<file path="config.mk">
export PLATFORM = sky130hd
export DESIGN_NAME = dmem_arbiter
export DESIGN_NICKNAME = d
export VERILOG_FILES = /design/src/rtl/dmem_arbiter.sv
export SDC_FILE = /design/constraint.sdc
export NUM_CORES = 1
export LEC_CHECK = 0
export ABC_CLOCK_PERIOD_IN_PS = 5500
export CAP_MARGIN = 20
export CORE_MARGIN = 2
export CORE_UTILIZATION = 36
export CTS_BUF_LIST = sky130_fd_sc_hd__clkbuf_8
export CTS_CLUSTER_DIAMETER = 80
export CTS_CLUSTER_SIZE = 40
export DETAILED_ROUTE_END_ITERATION = 7
export HOLD_SLACK_MARGIN = 0.08
export PLACE_DENSITY_LB_ADDON = 0.2
export SYNTH_ARGS = -nofsm -noshare
export SYNTH_HDL_FRONTEND = slang
export SYNTH_SLANG_ARGS = --single-unit
export TNS_END_PERCENT = 50
</file>
<file path="constraint.sdc">
create_clock -name clock -period 5.5 [get_ports clock]
set_clock_uncertainty 0.2 [all_clocks]
set_input_delay 0.55 -clock clock [delete_from_list [all_inputs] [get_ports clock]]
set_output_delay 0.55 -clock clock [all_outputs]
set_load 0.02 [all_outputs]
</file>
<file path="src/rtl/dmem_arbiter.sv">
// dmem_arbiter: two-requester arbiter for a single-cycle data memory with range checking.
// Define DMEM_ARB_RR_EN for round-robin arbitration; default is fixed priority (m0) with m1 starvation guard.
`ifndef MEM_DEPTH
`define MEM_DEPTH 1024
`endif
module dmem_arbiter #(
  parameter int STARVE_LIMIT = 8
) (
  input  logic        clock,
  input  logic        reset_n,
  input  logic        m0_req,
  input  logic        m0_rw,
  input  logic [31:0] m0_addr,
  input  logic [1:0]  m0_size,
  input  logic [31:0] m0_wdata,
  output logic        m0_gnt,
  output logic        m0_rvalid,
  output logic [31:0] m0_rdata,
  output logic        m0_err,
  input  logic        m1_req,
  input  logic        m1_rw,
  input  logic [31:0] m1_addr,
  input  logic [1:0]  m1_size,
  input  logic [31:0] m1_wdata,
  output logic        m1_gnt,
  output logic        m1_rvalid,
  output logic [31:0] m1_rdata,
  output logic        m1_err,
  output logic        mem_read_write,
  output logic [31:0] mem_address,
  output logic [1:0]  mem_access_size,
  output logic [31:0] mem_data_in,
  input  logic [31:0] mem_data_out
);
  localparam logic [32:0] START_ADDR = 33'h0_0100_0000;
  localparam logic [32:0] END_ADDR = START_ADDR + 33'(`MEM_DEPTH) - 33'd1;
  logic        ready, sel, gnt_any, legal;
  logic        s_rw;
  logic [31:0] s_addr, s_wdata, addr_q;
  logic [1:0]  s_size;
  logic [32:0] last_byte;
  logic        resp_valid, resp_owner, resp_err;
`ifdef DMEM_ARB_RR_EN
  logic last_m1;
  assign sel = m1_req & (~m0_req | ~last_m1);
  always_ff @(posedge clock or negedge reset_n)
    if (!reset_n) last_m1 <= 1'b1;
    else if (gnt_any) last_m1 <= sel;
`else
  localparam int CW = $clog2(STARVE_LIMIT + 1);
  logic [CW-1:0] starve;
  assign sel = m1_req & (~m0_req | (starve == CW'(STARVE_LIMIT)));
  always_ff @(posedge clock or negedge reset_n)
    if (!reset_n) starve <= '0;
    else if (!m1_req || m1_gnt) starve <= '0;
    else if (m0_gnt) starve <= starve + CW'(1);
`endif
  // ready holds off grants until the first clock edge after reset release
  assign m0_gnt = ready & m0_req & ~sel;
  assign m1_gnt = ready & sel;
  assign gnt_any = m0_gnt | m1_gnt;
  assign s_rw = sel ? m1_rw : m0_rw;
  assign s_addr = sel ? m1_addr : m0_addr;
  assign s_size = sel ? m1_size : m0_size;
  assign s_wdata = sel ? m1_wdata : m0_wdata;
  assign last_byte = {1'b0, s_addr} + ((33'd1 << s_size) - 33'd1);
  assign legal = (s_size != 2'd3) && ({1'b0, s_addr} >= START_ADDR) && (last_byte <= END_ADDR);
  assign mem_read_write = gnt_any & s_rw & legal;
  assign mem_address = gnt_any ? s_addr : addr_q;
  assign mem_access_size = s_size;
  assign mem_data_in = s_wdata;
  always_ff @(posedge clock or negedge reset_n)
    if (!reset_n) begin
      ready <= 1'b0;
      resp_valid <= 1'b0;
      resp_owner <= 1'b0;
      resp_err <= 1'b0;
      addr_q <= '0;
    end else begin
      ready <= 1'b1;
      resp_valid <= gnt_any & (~s_rw | ~legal);
      resp_owner <= sel;
      resp_err <= ~legal;
      if (gnt_any) addr_q <= s_addr;
    end
  assign m0_rvalid = resp_valid & ~resp_owner;
  assign m1_rvalid = resp_valid & resp_owner;
  assign m0_err = m0_rvalid & resp_err;
  assign m1_err = m1_rvalid & resp_err;
  assign m0_rdata = (m0_rvalid & ~resp_err) ? mem_data_out : '0;
  assign m1_rdata = (m1_rvalid & ~resp_err) ? mem_data_out : '0;
endmodule

</file>
; ---- Yosys cells after proc, flatten, opt, wreduce, memory -nomap -nowiden
; Index checks and enable logic that the tools add are counted.
[op_classes]
bitwise = 22
eq_ne = 2
order_cmp = 2
n_addsub = 3
shifts = 1
n_reduce_logical = 5
muxes = 9
[op_table]
columns = operator, n
row1 = $mux 32, 5
row2 = $add 32x33->33, 1
row3 = $le 33x25->1 const B, 1
row4 = $shl 1x2->33 const A, 1
row5 = $sub 33x1->33 const B, 1
row6 = $ge 32x25->1 const B, 1
row7 = $and 1x1->1, 13
row8 = $mux 4, 2
row9 = $not 1->1, 6
row10 = $add 4x1->4 const B, 1
row11 = $eq 4x4->1 const B, 1
row12 = $or 1x1->1, 3
row13 = $logic_and 1x1->1, 2
row14 = $mux 2, 1
row15 = $ne 2x2->1 const B, 1
row16 = $reduce_bool 2->1, 1
row17 = $logic_not 1->1, 1
row18 = $logic_or 1x1->1, 1
row19 = $mux 1, 1
[word_totals]
input_bits = 170
reg_bits = 40
output_inout_bits = 137
wordCells = 50

; ---- Logic depth before layout (Yosys ltp)
[logic_depth]
ltp_word = 12
mapped_depth = 23

; ---- Worst setup path after synthesis
; No wires, ideal clock.
[synth_timing]
path_type = register to output
startpoint = reg starve[0]
endpoint = out mem_read_write
arrival_time_ns = 5.276
setup_slack_ns = -0.526
required_time_ns = 4.750
n_path_buf = 2
path_stages_with_launch = 24
path_cell_list = dfrtp_1 -> inv_1 -> ha_1 -> nand3b_1 -> a21boi_0 -> buf_2 -> buf_1 -> mux2i_1 -> inv_1 -> nand2_1 -> ha_1 -> inv_1 -> ha_1 -> inv_1 -> fa_1 -> nor2b_1 -> o31ai_1 -> a2111o_1 -> a311o_1 -> a21oi_1 -> o2111ai_1 -> nor4_1 -> o211ai_1 -> nor4b_1
[synth_between]
elab_chain_len = 10
elab_cells_between_ends = 20
[synth_lines]
columns = item, line_no
row1 = "start, declared", 51  ; logic [CW-1:0] starve;
row2 = "start signal, assigned", 56  ; else if (m0_gnt) starve <= starve + CW'(1);
row3 = $eq 4x4->1 (*), 52  ; assign sel = m1_req & (~m0_req | (starve == CW'(STARVE_LIMIT)));
row4 = $or 1x1->1 (*), 52
row5 = $and 1x1->1 (*), 52
row6 = $mux 2 (*), 64  ; assign s_size = sel ? m1_size : m0_size;
row7 = named net mem_access_size[0], 31  ; output logic [1:0] mem_access_size,
row8 = $shl 1x2->33, 66  ; assign last_byte = {1'b0, s_addr} + ((33'd1 << s_size) - 33'd1);
row9 = $sub 33x1->33, 66
row10 = $add 32x33->33, 66
row11 = $le 33x25->1, 67  ; assign legal = (s_size != 2'd3) && ({1'b0, s_addr} >= START_ADDR) && (last_byte <= END_ADDR);
row12 = $logic_and 1x1->1 (*), 67
row13 = $and 1x1->1 (*), 68  ; assign mem_read_write = gnt_any & s_rw & legal;
row14 = "end, declared", 29  ; output logic mem_read_write,
; The timed path passes the listed nets; every way through them passes the cells marked *.

; ---- Worst setup path in the final report
[layout_timing]
startpoint = reg starve[1]
endpoint = out mem_read_write
[layout_between]
elab_chain_len = 10
elab_cells_between_ends = 20
[layout_lines]
columns = item, line_no
row1 = $eq 4x4->1 (*), 52
row2 = $or 1x1->1 (*), 52
row3 = $and 1x1->1 (*), 52
row4 = $mux 2, 64
row5 = $shl 1x2->33, 66
row6 = $sub 33x1->33, 66
row7 = $add 32x33->33, 66
row8 = $le 33x25->1, 67
row9 = $logic_and 1x1->1, 67
row10 = $and 1x1->1 (*), 68
; Every way passes the cells marked *; elsewhere a longest branch is shown, timed or not.

==> impl_metrics.csv <==
group,metric,value,unit
status,status,"finished, violations left",
status,violations,"negative setup slack",
final_layout,drive_above_1_share,20.98,%
power_and_ir_drop,leakagePower,4.356,nW
sta,period_share,100.5,%
clocking,cts_buffers,5,
logic_synthesis,synth_top_flop_cell,"dfrtp_1",
floorplanning,fp.dieArea,15480,um^2
sta,setup_violations,1,
power_and_ir_drop,p_switching,0.6316,mW
critical_path,cp.required,4.75,ns
floorplanning,pin_count,307,
floorplanning,fp-row-count,44,
power_and_ir_drop,internal_power,1.002,mW
logic_synthesis,yosysTopAreaCell,"dfrtp_1",
power_and_ir_drop,seqPwrFrac,20.6,%
clocking,holdBufCountCts,0,
floorplanning,core-area,14370,um^2
power_and_ir_drop,p_sw_share,38.65,%
final_layout,post-route-util,68.44,%
grt,grt_pass1_wl,36990,um
placed_design,dp_slack,-0.6815,ns
final_layout,area_delta_synth_final,88.35,%
clocking,cts.clk_slew.worst_paths,0.08,ns
routing,via_per_inst,5.161,
sta,whs,0.1793,ns
placed_design,place.gp.congestion,0.9781,
floorplanning,initial_core_util,36.34,%
power_and_ir_drop,clkPwrFrac,15.1,%
logic_synthesis,yosysWarnings,0,
clocking,cts_tree,"built",
sta,hold_viol,0,
sta,fin_crit,5.527,ns
floorplanning,die_h,124.4,um
sta,fmax,0.1809,GHz
final_layout,nFillCells,1227,
critical_path,path_cells,"inv_2, ha_4, nand3b_1, a21boi_4, mux2i_1, buf_4, nand2_1, ha_1, inv_1, ha_1, a211oi_1, o21ai_1, a221o_1, xor2_1, a2111oi_4, o2111ai_1, nor4_2, o211ai_1, nor4b_4, buf_4",
critical_path,crit_path_end_kind,"output port",
logic_synthesis,syn_nets,884,
logic_synthesis,syn_area_per_cell,7.911,um^2
critical_path,slowest_delay,0.40,ns
routing,wl_per_cell,18.59,um
logic_synthesis,seq_area_frac_synth,19.17,%
critical_path,critPathSlowestCell,"dfrtp_1",
routing,first_iter_violations,479,
critical_path,cp_num_buf_inv,4,
job,max_cap_viol_count,0,
clocking,clockRootBuffer,"clkbuf_8",
routing,first_pass_iters,5,
routing,antenna_left,0,
hold_path,min_path_type,"in2async",
clocking,clockBufferDepth,2,
power_and_ir_drop,power.density,166.2,nW/um^2
logic_synthesis,synth_edf_count,0,
logic_synthesis,synth_cell_types,69,
logic_synthesis,netlist_top_cells_area,"dfrtp_1 19%, ha_1 13%, and2_1 8.6%, mux2_2 7.3%, mux2i_1 7.1%",
routing,vias,6683,
routing,post-route-drc-count,0,
floorplanning,fp.dieW,124.4,um
critical_path,cp.arrival,4.78,ns
logic_synthesis,synthTopCellsByCount,"72 x and2_1, 60 x nand2_1, 53 x ha_1, 53 x inv_1, 53 x o21ai_0",
sta,tightest_slew,0.9065,ns
grt,antenna_found_initial,11,
routing,wirelength,24070,um
critical_path,crit_family,"compound AO/OA/AOI/OAI gates",
critical_path,cp_max_fo,5,
sta,slew_violations,0,
critical_path,crit_path_start_kind,"flip-flop",
final_layout,num-nets-final,1329,
grt,overflow,0,
placed_design,hpwl,20540,um
logic_synthesis,synth.most_common_cell,"and2_1",
critical_path,crit_type,"reg2out",
logic_synthesis,synth-seq-cells,40,
sta,finalWorstSetupSlack,-0.02654,ns
sta,grt_setup_unrepaired,"true",
logic_synthesis,synth_top_area_share,19.17,%
clocking,clkLatencyLatePin,0.29,ns
logic_synthesis,syn-cell-area,5221,um^2
grt,grt_use_total,30.29,%
clocking,cts_num_sinks,40,
clocking,cts-htree-levels,2,
grt,grt_pass1_vias,6540,
power_and_ir_drop,ir_drop,116.7,uV
power_and_ir_drop,p_comb_share,64.3,%
placed_design,io_buffers,306,
grt,grt_max_degree,41,
logic_synthesis,async_flop_share,100.0,%
logic_synthesis,postSynthCellCount,660,
sta,slew_headroom,39.57,%
cell families after synthesis:
kind of cell	Yosys count	synth area share, %
buffers and inverters	77	5.584
AND/OR/NAND/NOR	252	26.55
AO/OA/AOI/OAI	156	19.60
multiplexers	71	14.43
adder cells (fa/ha/maj)	54	13.08
other	1	0.07182
flip-flops	40	19.17
XOR/XNOR	9	1.510
metrics by stage:
step	power (mW)	instances	setup TNS (ns)	instance area, um^2
2_1_floorplan	0.8212	660	0	5238
3_3_place_gp	1.344	1275	-0.5657	9569
3_5_place_dp	1.354	1275	-0.6815	9569
4_1_cts	1.611	1287	-0.07501	9748
5_1_grt	1.731	1292	-0.3405	9827
6_report	1.634	1295	-0.02654	9834
registers in the layout, summed over array words and instances (netlist names):
| signal | count |
|---|---|
| addr_q | 32 |
| ready | 1 |
| resp_err | 1 |
| resp_owner | 1 |
| resp_valid | 1 |
| starve | 4 |
placed cells by master (no fill, tap or decap), drive strengths merged, types with 34 or more instances in the layout:
cell / count
ha: 53
inv: 54
buf: 157
dfrtp: 40
mux2i: 37
clkdlybuf4s50: 302
and2: 72
mux2: 34
nand2: 60
o21ai: 56
metal layers:
metal	GRT usage [%]	part of all wire, %	vias up
li1	-	-	3229
met1	40.98	45	3122
met2	45.87	43	273
met3	11.13	9.8	47
met4	7.403	2.2	12
met5	0	0.33	-
layout make-up:
cell class	count	area [um^2]	area share, %
Antenna cell	5	12.51	0.1272
Clock buffer	5	68.82	0.6997
Clock inverter	3	42.54	0.4326
Inverter	54	202.7	2.061
Multi-Input combinational cell	543	4040	41.08
Sequential cell	40	1001	10.18
Tap cell	184	230.2	2.341
Timing Repair Buffer	461	4237	43.08
final timing paths:
path	slack, ns	startpoint	endpoint	cells after the start
max in group asynchronous	4.35	reset_n	addr_q[26]	1
min	0.18	reset_n	addr_q[8]	1
max reg2reg	0.51	starve[1]	resp_err	21
min in group clock	0.30	addr_q[8]	addr_q[8]	2
min reg2reg	0.30	addr_q[8]	addr_q[8]	2
max	-0.03	starve[1]	mem_read_write	20
timing repair:
action | CTS | global route
setup endpoints to repair | 1 | 1
resized for setup | 20 | 11
pin swaps | 15 | 10
buffers inserted | 4 | 3
power groups by stage:
stage                     Combinational, mW  Sequential, mW  Clock [mW]
after detailed placement               1.01           0.342           0
final                                  1.05           0.336       0.246
after floorplan                       0.482           0.339           0
after global routing                   1.13           0.340       0.260
after global placement                 1.00           0.340           0
after CTS                              1.03           0.337       0.248
No activity file was read; power rests on OpenSTA's default activity.
